<file path="config.mk">
export PLATFORM = sky130hd
export DESIGN_NAME = sysid_check_ctrl
export DESIGN_NICKNAME = d
export VERILOG_FILES = /design/src/rtl/sysid_check_ctrl.sv
export SDC_FILE = /design/constraint.sdc
export NUM_CORES = 1
export LEC_CHECK = 0
export BUFFER_PORTS_ARGS = -buffer_cell sky130_fd_sc_hd__buf_2
export CORE_MARGIN = 5
export CORE_UTILIZATION = 26
export CTS_CLUSTER_SIZE = 16
export DETAILED_ROUTE_END_ITERATION = 16
export SYNTH_ARGS = -nofsm -noshare
export SYNTH_HDL_FRONTEND = slang
export SYNTH_SLANG_ARGS = --single-unit
</file>
<file path="constraint.sdc">
create_clock -name clk -period 2.53 [get_ports clk]
set_input_delay 0.3795 -clock clk [delete_from_list [all_inputs] [get_ports clk]]
set_output_delay 0.3795 -clock clk [all_outputs]
set_load 0.005 [all_outputs]
</file>
<file path="src/rtl/sysid_check_ctrl.sv">
// Avalon-MM read master that fetches the system-ID and build-timestamp words
// and compares them against the values this image was built with.
module sysid_check_ctrl #(
   parameter logic [31:0] EXP_ID     = 32'd807520620,
   parameter logic [31:0] EXP_TS     = 32'd1321024492,
   parameter int unsigned RD_LATENCY = 0,
   parameter int unsigned TIMEOUT    = 255,
   parameter bit          AUTO_START = 1'b1
) (
   input  logic        clk,
   input  logic        reset_n,
   input  logic        start,
   output logic        avm_address,
   output logic        avm_read,
   input  logic        avm_waitrequest,
   input  logic [31:0] avm_readdata,
   output logic        busy,
   output logic        done,
   output logic        id_match,
   output logic        ts_match,
   output logic        timeout_err,
   output logic [31:0] id_value,
   output logic [31:0] ts_value
);

   localparam int unsigned TW       = $clog2(TIMEOUT + 1);
   localparam logic [TW-1:0] TMO_MAX = TW'(TIMEOUT);
   localparam bit          HAS_LAT  = (RD_LATENCY != 0);
   localparam logic [2:0]  LAT_LAST = 3'((RD_LATENCY == 0) ? 0 : RD_LATENCY - 1);

   typedef enum logic [2:0] {
      S_IDLE   = 3'd0,
      S_RD_ID  = 3'd1,
      S_LAT_ID = 3'd2,
      S_RD_TS  = 3'd3,
      S_LAT_TS = 3'd4,
      S_CHECK  = 3'd5,
      S_DONE   = 3'd6
   } state_e;

   state_e        state_q, state_d;
   logic          auto_q, auto_d;
   logic          avm_read_q, avm_read_d;
   logic          avm_address_q, avm_address_d;
   logic          busy_q, busy_d;
   logic          done_q, done_d;
   logic          id_match_q, id_match_d;
   logic          ts_match_q, ts_match_d;
   logic          timeout_err_q, timeout_err_d;
   logic [31:0]   id_value_q, id_value_d;
   logic [31:0]   ts_value_q, ts_value_d;
   logic [2:0]    lat_cnt_q, lat_cnt_d;
   logic [TW-1:0] tmo_cnt_q, tmo_cnt_d;
   logic [TW-1:0] tmo_inc_s;
   logic          launch_s;

   // Next-state and output computation for the readout sequence
   always_comb begin
      state_d       = state_q;
      auto_d        = 1'b0;
      avm_read_d    = avm_read_q;
      avm_address_d = avm_address_q;
      busy_d        = busy_q;
      done_d        = done_q;
      id_match_d    = id_match_q;
      ts_match_d    = ts_match_q;
      timeout_err_d = timeout_err_q;
      id_value_d    = id_value_q;
      ts_value_d    = ts_value_q;
      lat_cnt_d     = lat_cnt_q;
      tmo_cnt_d     = tmo_cnt_q;
      tmo_inc_s     = tmo_cnt_q + TW'(1);
      launch_s      = (start == 1'b1) || (auto_q == 1'b1);

      case (state_q)
         S_IDLE, S_DONE: begin
            if (launch_s) begin
               state_d       = S_RD_ID;
               avm_read_d    = 1'b1;
               avm_address_d = 1'b0;
               busy_d        = 1'b1;
               done_d        = 1'b0;
               id_match_d    = 1'b0;
               ts_match_d    = 1'b0;
               timeout_err_d = 1'b0;
               lat_cnt_d     = 3'd0;
               tmo_cnt_d     = '0;
            end else begin
               state_d = state_q;
            end
         end
         S_RD_ID, S_RD_TS: begin
            if (!avm_waitrequest) begin
               tmo_cnt_d     = '0;
               lat_cnt_d     = 3'd0;
               avm_address_d = 1'b1;
               if (HAS_LAT) begin
                  avm_read_d = 1'b0;
                  state_d    = (state_q == S_RD_ID) ? S_LAT_ID : S_LAT_TS;
               end else if (state_q == S_RD_ID) begin
                  id_value_d = avm_readdata;
                  state_d    = S_RD_TS;
               end else begin
                  ts_value_d = avm_readdata;
                  avm_read_d = 1'b0;
                  state_d    = S_CHECK;
               end
            end else if (tmo_inc_s == TMO_MAX) begin
               // Stall limit hit: withdraw the read and report, no capture
               avm_read_d    = 1'b0;
               timeout_err_d = 1'b1;
               busy_d        = 1'b0;
               tmo_cnt_d     = '0;
               state_d       = S_DONE;
            end else begin
               tmo_cnt_d = tmo_inc_s;
            end
         end
         S_LAT_ID: begin
            if (lat_cnt_q == LAT_LAST) begin
               id_value_d = avm_readdata;
               avm_read_d = 1'b1;
               state_d    = S_RD_TS;
            end else begin
               lat_cnt_d = lat_cnt_q + 3'd1;
            end
         end
         S_LAT_TS: begin
            if (lat_cnt_q == LAT_LAST) begin
               ts_value_d = avm_readdata;
               state_d    = S_CHECK;
            end else begin
               lat_cnt_d = lat_cnt_q + 3'd1;
            end
         end
         S_CHECK: begin
            id_match_d = (id_value_q == EXP_ID);
            ts_match_d = (ts_value_q == EXP_TS);
            done_d     = 1'b1;
            busy_d     = 1'b0;
            state_d    = S_DONE;
         end
         default: begin
            state_d = S_IDLE;
         end
      endcase
   end

   // State and output registers
   always_ff @(posedge clk or negedge reset_n) begin
      if (!reset_n) begin
         state_q       <= S_IDLE;
         auto_q        <= AUTO_START;
         avm_read_q    <= 1'b0;
         avm_address_q <= 1'b0;
         busy_q        <= 1'b0;
         done_q        <= 1'b0;
         id_match_q    <= 1'b0;
         ts_match_q    <= 1'b0;
         timeout_err_q <= 1'b0;
         id_value_q    <= 32'd0;
         ts_value_q    <= 32'd0;
         lat_cnt_q     <= 3'd0;
         tmo_cnt_q     <= '0;
      end else begin
         state_q       <= state_d;
         auto_q        <= auto_d;
         avm_read_q    <= avm_read_d;
         avm_address_q <= avm_address_d;
         busy_q        <= busy_d;
         done_q        <= done_d;
         id_match_q    <= id_match_d;
         ts_match_q    <= ts_match_d;
         timeout_err_q <= timeout_err_d;
         id_value_q    <= id_value_d;
         ts_value_q    <= ts_value_d;
         lat_cnt_q     <= lat_cnt_d;
         tmo_cnt_q     <= tmo_cnt_d;
      end
   end

   assign avm_read    = avm_read_q;
   assign avm_address = avm_address_q;
   assign busy        = busy_q;
   assign done        = done_q;
   assign id_match    = id_match_q;
   assign ts_match    = ts_match_q;
   assign timeout_err = timeout_err_q;
   assign id_value    = id_value_q;
   assign ts_value    = ts_value_q;

endmodule

</file>
# Word level (Yosys, flattened, before mapping)
# Index checks and enable logic that the tools add are counted.
# word_totals
register_bits	86
inputBits	36
output_inout_bits	71
# op_classes
add_sub_neg	2
n_eq_ne	20
n_mux	39
n_reduce_logical	23
# ops
operator	n
$mux 32	5
$pmux 32 s2	2
$eq 32x30->1 const B	1
$eq 32x31->1 const B	1
$mux 3	9
$mux 8	3
$reduce_and 4->1	6
$ne 2x2->1 const B	9
$pmux 8 s2	1
$pmux 3 s5	1
$mux 1	10
$pmux 1 s2	5
$eq 3x3->1 const B	3
$pmux 3 s3	1
$reduce_bool 3->1	3
$add 8x1->8 const B	1
$eq 8x8->1 const B	1
$reduce_bool 2->1	4
$eq 3x2->1 const B	2
$logic_not 3->1	2
$ne 3x3->1 const B	2
$pmux 1 s3	2
$reduce_or 2->1	3
$reduce_and 5->1	1
5 further kinds	6

# Depth between registers and ports, before layout
# Gate-level depths: netlist (run 1).
# logic_depth
ltp_word	5
mapped_depth	8
depth_no_buf	7

# Worst setup path after synthesis (run 1)
# Ideal clock, no wire load.
# synth_timing
path_kind	register -> register
start	register tmo_cnt_q[0]
end	register tmo_cnt_q[2]
setup_ps	126
arrival_ps	1755
t_required_ps	2404
path_slack_ps	649
path_stages_with_launch	7
path_buffers	0
period_less_slack_ps	1881
path_cell_list	dfrtp_1 ha_1 nand3_1 xor2_1 a2111oi_4 nor2_2 a221o_1
# synth_between
elab_chain_cells	5
# synth_rtl
item	line_no	text
start, declared	53	logic [TW-1:0] tmo_cnt_q, tmo_cnt_d;
start signal, assigned	178	tmo_cnt_q <= tmo_cnt_d;
$add 8x1->8 *	72	tmo_inc_s = tmo_cnt_q + TW'(1);
$eq 8x8->1	108	end else if (tmo_inc_s == TMO_MAX) begin
$mux 8 *	108	
$mux 8 *	93	if (!avm_waitrequest) begin
$pmux 8 s2 *	75	case (state_q)
# Every way passes the cells marked *; elsewhere a longest branch is shown, timed or not.
# A chain may end at the register's enable or synchronous reset.

# Final worst setup path (run 1)
# layout_timing
start	register tmo_cnt_q[0]
end	register tmo_cnt_q[7]
# The elaborated chain is that of the path after synthesis.

==> flow_metrics.tcl, run 1 <==
set metrics [dict create \
    fin_crit_sh_pct 84.3 \
    num_rows 44 \
    vdd_ir_drop_max_v 0.000753 \
    synth_top_area_share_pct 56.1 \
    final_max_slew_viol_count 0 \
    path_class "reg2reg" \
    wl_per_cell_um 16.5 \
    routed_wirelength_um 9860 \
    setup_ws_ns 0.396 \
    syn_inst 297 \
    fin_tns_setup_ns 0 \
    holdWs_ns 0.0262 \
    fin_skew_ns 0.00426 \
    clkLatencyLatePin_ns 0.34 \
    synth-seq-cells 86 \
    clock-sinks 86 \
    async_flop_share_pct 100 \
    arrival_ns 2.35 \
    die_width_um 131 \
    hold_viol 0 \
    root_buffer "clkbuf_16" \
    worstPathRequired_ns 2.75 \
    syn-num-nets 337 \
    relSlewSlack_pct 46.7 \
    cts_tree "yes" \
    coreArea_sq_um 14400 \
    overflow 0 \
    reg2regPathDepth 6 \
    dieHeight_um 131 \
    synth_cell_types 51 \
    min_period_ns 2.13 \
    drive_gt1_share_pct 47.7 \
    maxCapViolCount 0 \
    via_per_inst 4.69 \
    antenna_found_initial 1 \
    synth_area_leader_cell "dfrtp_1" \
    grt_pass1_wl_um 15500 \
    yosysMostFrequentCell "dfrtp_1" \
    final-setup-viol-count 0 \
    fmax_mhz 469 \
    grt.total_usage_pct 11.9 \
    globalplace.congestion 0.793 \
    post_cts_buffers 0 \
    clk_pin_slew_ns 0.06 \
    grt_pass1_vias 2859 \
    synth_ff_type "dfrtp_1" \
    num_vias 2798 \
    leakage_nw 2.19 \
    yosysWarnings 0 \
    netlist_top_cells_area "dfrtp_1 (56%), mux2_2 (19%), nand2_1 (1.7%), nor2_1 (1.6%), nor4b_1 (1.4%)" \
    cts_inserted_buffers 9 \
    drcViolationCount 0 \
    firstDrtPassIters 4 \
    dp_hpwl_um 7240 \
    clk_path_buf_depth 2 \
    synth_area_sq_um 3790 \
    fill_cells 1450 \
    cp_max_fo 9 \
    die-area_sq_um 17100 \
    drtIter0Drc 100 \
    antenna_left 0 \
    hp-class "in2async" \
    ys_top_cells_by_count "dfrtp_1 (85), mux2_2 (63), nand2_1 (17)" \
    fin_nets 446 \
    io-pin-count 107 \
    status "completed" \
    p_per_area_nw_per_um2 1300 \
    initial_core_util_pct 26.3 \
    end_kind "flop" \
    seq_area_frac_synth_pct 56.8 \
    htreeDepth 3 \
    rsz0062_at_grt "false" \
    hold_buffers 0 \
    port_buffers 106 \
    avgSynthCellArea_sq_um 12.8 \
    start_kind "flop" \
    tightest_slew_ns 0.800 \
    syn2layout_area_growth_pct 29.5 \
    cts_resized 0 \
    synth_edf_count 0 \
    post-place-ws_ns 0.414 \
    grt_max_degree 45 \
]
[where the power goes]
group	switching, mW	total, mW	internal, mW
Sequential	0.567	2.56	2.00
Clock	0.587	1.46	0.877
Combinational	1.03	2.33	1.31
Total	2.18	6.36	4.18
[worst max-delay path, stage by stage, from the launching register on]
cell       delay (ns)
dfrtp_1          0.43
ha_1             0.24
nand3_1          0.16
xor2_1           0.22
a2111oi_4        0.57
nand2b_1         0.27
o21ai_0          0.12
[kinds of logic (layout without fill, tap and decap cells)]
group | count (synthesis) | count (layout) | synth area share [%]
AO/OA/AOI/OAI | 41 | 41 | 7.73
XOR/XNOR | 5 | 5 | 1.16
adder cells (fa/ha/maj) | 4 | 4 | 1.32
buffers and inverters | 18 | 132 | 2.05
flip-flops | 86 | 86 | 56.8
multiplexers | 65 | 65 | 19.3
other | 1 | 2 | 0.0990
AND/OR/NAND/NOR | 77 | 77 | 11.5
[through the flow]
step	std cells	util (%)	total power, mW	area, sq um
CTS	595	34.0	6.48	4900
finish	596	34.0	6.36	4910
global route	596	34.0	6.81	4910
detailed placement	579	31.7	4.96	4580
global placement	579	31.7	4.88	4580
floorplan	297	-	3.83	3790
[layout make-up]
cell class	count	area, sq um	area share, %
antenna	1	2.50	0.0510
clock buffer	9	225	4.59
clock inverter	7	103	2.09
inverter	7	26.3	0.536
multi-input combinational	193	1570	32.1
sequential	86	2150	43.9
tap	184	230	4.69
timing repair buffer	109	593	12.1
[per-layer routing]
layer	vias up	global-route usage (%)	share of wire (%)
li1	1309	-	-
met1	1399	15.5	44
met2	81	18.3	48
met3	9	4.80	7.0
met4	0	3.21	1.1
met5	-	0	0
[registers in the layout (all words and copies together), names as in the netlist]
| register | count |
|---|---|
| avm_read | 1 |
| ts_match | 1 |
| id_match | 1 |
| state_q | 3 |
| lat_cnt_q | 3 |
| ts_value | 32 |
| id_value | 32 |
| avm_address | 1 |
| auto_q | 1 |
| busy | 1 |
| tmo_cnt_q | 8 |
| done | 1 |
| timeout_err | 1 |
[worst paths after layout]
kind | startpoint | endpoint | slack, ns
setup / recovery | tmo_cnt_q[0] | tmo_cnt_q[7] | 0.40
hold / removal | reset_n | done | 0.03
setup reg to reg | tmo_cnt_q[0] | tmo_cnt_q[7] | 0.40
hold reg to reg | done | done | 0.49
max in group asynchronous | reset_n | auto_q | 1.82
min in group clk | avm_readdata[19] | id_value[19] | 0.26
[cell usage in the layout (no fill, tap or decap), types with 2 or more instances in the layout]
cell type and instances:
a22o_1 2, nand2b_1 3, ha_1 4, inv_6 3
a21oi_1 9, nor3_1 3, clkbuf_16 9, buf_12 3
and3_1 2, buf_2 105, nand3_1 5, bufinv_16 2
nor2b_1 3, dfrtp_1 85, a22oi_1 2, or3_1 3
nand2_1 17, nand4b_1 3, o21ai_0 10, nand4_1 5
xor2_1 2, mux2_1 2, inv_1 7, a211oi_1 2
nor4b_1 6, nor2_1 15, nor4bb_1 3, o31ai_1 3
mux2_2 63, xnor2_1 3
(Power assumes the default switching activity.)
==> run 2: changes to the inputs <==
--- a/config.mk
+++ b/config.mk
@@ -5,6 +5,7 @@
 export SDC_FILE = /design/constraint.sdc
 export NUM_CORES = 1
 export LEC_CHECK = 0
+export ABC_AREA = 1
 export BUFFER_PORTS_ARGS = -buffer_cell sky130_fd_sc_hd__buf_2
 export CORE_MARGIN = 5
 export CORE_UTILIZATION = 26
==> constraint.sdc (replaced) <==
create_clock -name clk -period 2.1 [get_ports clk]
set_input_delay 0.315 -clock clk [delete_from_list [all_inputs] [get_ports clk]]
set_output_delay 0.315 -clock clk [all_outputs]
set_load 0.005 [all_outputs]
==> run 2 against run 1 <==
Sequential share of layout area grew 0.23 points; hold slack better by 0.19 ns; register-to-register slack got worse by 0.095 ns; wire length up 3.3%; setup slack got worse by 0.095 ns; die area up 1.2%; non-clock buffer count is 3 higher; power rose by 14%; combinational power is 19% higher; synthesized cell count rose by 51%; highest routed layer unchanged.
==> flow_metrics.tcl, run 2 <==
set metrics [dict create \
    fin_area_sq_um 4880 \
    ys_top_cells_by_count "nand2_1 (117), dfrtp_1 (85), inv_1 (68)" \
    cts_tree "yes" \
    hold_viol 0 \
    htreeDepth 3 \
    clk_path_buf_depth 2 \
    io-pin-count 107 \
    worstHoldPathCells 3 \
    synth_area_leader_cell "dfrtp_1" \
    numPlacedInstances 730 \
    clk_pin_slew_ns 0.06 \
    die_width_um 131 \
    initial_core_util_pct 26.5 \
    path_class "reg2reg" \
    status "completed" \
    fin_skew_ns 0.00482 \
    coreArea_sq_um 14500 \
    reg2regPathDepth 10 \
    antenna_left 0 \
    dp_hpwl_um 7580 \
    syn2layout_area_growth_pct 27.2 \
    final_max_slew_viol_count 0 \
    syn-num-nets 489 \
    grt_pass1_wl_um 16900 \
    diodes 0 \
    hp-start "avm_readdata[5]" \
    worstPathRequired_ns 2.34 \
    synth-seq-cells 86 \
    grt_max_degree 65 \
    setup_ws_ns 0.301 \
    arrival_ns 2.04 \
    min_period_ns 1.80 \
    hold_path_end "id_value[5]" \
    num_rows 44 \
    synth_ff_type "dfrtp_1" \
    post_cts_buffers 0 \
    drcViolationCount 0 \
    clkLatencyLatePin_ns 0.34 \
    p_per_area_nw_per_um2 1490 \
    yosysMostFrequentCell "nand2_1" \
    end_kind "flop" \
    syn_inst 449 \
    synth_edf_count 0 \
    avgSynthCellArea_sq_um 8.54 \
    antenna_found_initial 0 \
    via_per_inst 4.37 \
    async_flop_share_pct 100 \
    final-setup-viol-count 0 \
    num_vias 3258 \
    fin_nets 598 \
    mostFrequentLayoutCells "nand2_1 (117), buf_2 (105), dfrtp_1 (85)" \
    worstReg2RegStart "tmo_cnt_q[1]" \
    overflow 0 \
    port_buffers 106 \
    cts_inserted_buffers 9 \
    grt.total_usage_pct 12.2 \
    rr_endpoint "state_q[2]" \
    grt_pass1_vias 3306 \
    maxCapViolCount 0 \
    wl_per_cell_um 13.7 \
    post-place-ws_ns 0.283 \
    synth_top_area_share_pct 55.4 \
    vdd_ir_drop_max_v 0.000513 \
    globalplace.congestion 0.802 \
    tightest_slew_ns 0.519 \
    synth_area_sq_um 3840 \
    hp-class "in2reg" \
    root_buffer "clkbuf_16" \
    rsz0062_at_grt "false" \
    ff2ff_setup_slack_ns 0.30 \
    yosysWarnings 0 \
    dieHeight_um 131 \
    drive_gt1_share_pct 25.1 \
    final_common_cell "nand2_1" \
    seq_area_frac_synth_pct 56.1 \
    fin_crit_sh_pct 85.7 \
    fmax_mhz 556 \
    die-area_sq_um 17300 \
    fin_tns_setup_ns 0 \
    cp_max_fo 11 \
    routed_wirelength_um 10200 \
    clock-sinks 86 \
    dpl-instance-area_sq_um 4580 \
    firstDrtPassIters 4 \
    drtIter0Drc 202 \
    synth_cell_types 26 \
    netlist_top_cells_area "dfrtp_1 (55%), nand2_1 (11%), inv_1 (6.7%), o21ai_0 (6.1%), o21ai_1 (4.0%)" \
    relSlewSlack_pct 65.4 \
    fin_cells 746 \
    start_kind "flop" \
    leakage_nw 2.54 \
]
## run 2: cell types whose count changed after synthesis, moves of 5 or more
cell	change
nand4_1	+7
nor4b_1	-6
a21oi_1	-6
o21ai_0	+37
o22ai_1	+5
o21ai_1	+30
buf_4	+7
nand3_1	+9
nand2_1	+100
inv_1	+61
mux2_2	-63
nor4_1	+7
## run 2: worst max path at each step
stage	from	to	slack (ns)
5_1_grt	tmo_cnt_q[1]	state_q[1]	0.06
3_3_place_gp	tmo_cnt_q[1]	state_q[2]	0.33
3_5_place_dp	tmo_cnt_q[1]	state_q[2]	0.28
4_1_cts	tmo_cnt_q[1]	state_q[2]	0.27
2_1_floorplan	tmo_cnt_q[1]	avm_read	0.50
6_report	tmo_cnt_q[1]	state_q[2]	0.30
## run 2: kinds of logic after synthesis
logic type | share of synthesized area [%]
compound gates | 11.6
xor+xnor | 0.228
fa+ha+maj | 1.30
buf+inv | 9.49
flops | 56.1
other cells | 0.0978
simple gates | 21.2
## run 2: per-layer routing
layer  global-route usage (%)  part of all wire (%)
met4                     3.60                   1.4
met2                     18.8                    46
met5                        0                     0
met1                     15.7                    46
met3                     4.89                   6.5
## run 2: final cells by class
cell class	count	area, sq um
Fill cell	1532	9600
Tap cell	184	230
Multi-Input combinational cell	277	1320
Clock buffer	12	267
Inverter	72	270
Clock inverter	3	18.8
Timing Repair Buffer	112	618
Sequential cell	86	2150
## run 2: per-stage QoR
stage / power, mW / hold slack, ns / utilization, %
finish: 7.26 / 0.219 / 33.7
global route: 7.92 / 0.223 / 33.7
CTS: 7.38 / 0.203 / 33.7
detailed placement: 5.81 / 0.335 / 31.6
global placement: 5.74 / 0.331 / 31.6
floorplan: 4.59 / 0.0194 / -
## run 2: critical path, cell delays in order, from the launching register on
cell and delay (ns):
dfrtp_1 0.42, ha_1 0.25, nand3_1 0.14, o21ai_1 0.14
nand2_1 0.09, nor2_2 0.14, nand2_2 0.11, nand2_4 0.16
nand3_1 0.12, nand2_1 0.07, nand2_1 0.05
## run 2: timing repair
| item | 4_1_cts | 5_1_grt |
|---|---|---|
| hold endpoints to repair | 35 | 0 |
| resized for setup | 0 | 1 |
| setup endpoints to repair | 0 | 1 |
| hold buffers | 1 | 0 |
## run 2: power by group
part           internal (mW)  switching (mW)
logic                   1.14            1.65
clock network          0.890           0.643
registers               2.37           0.585
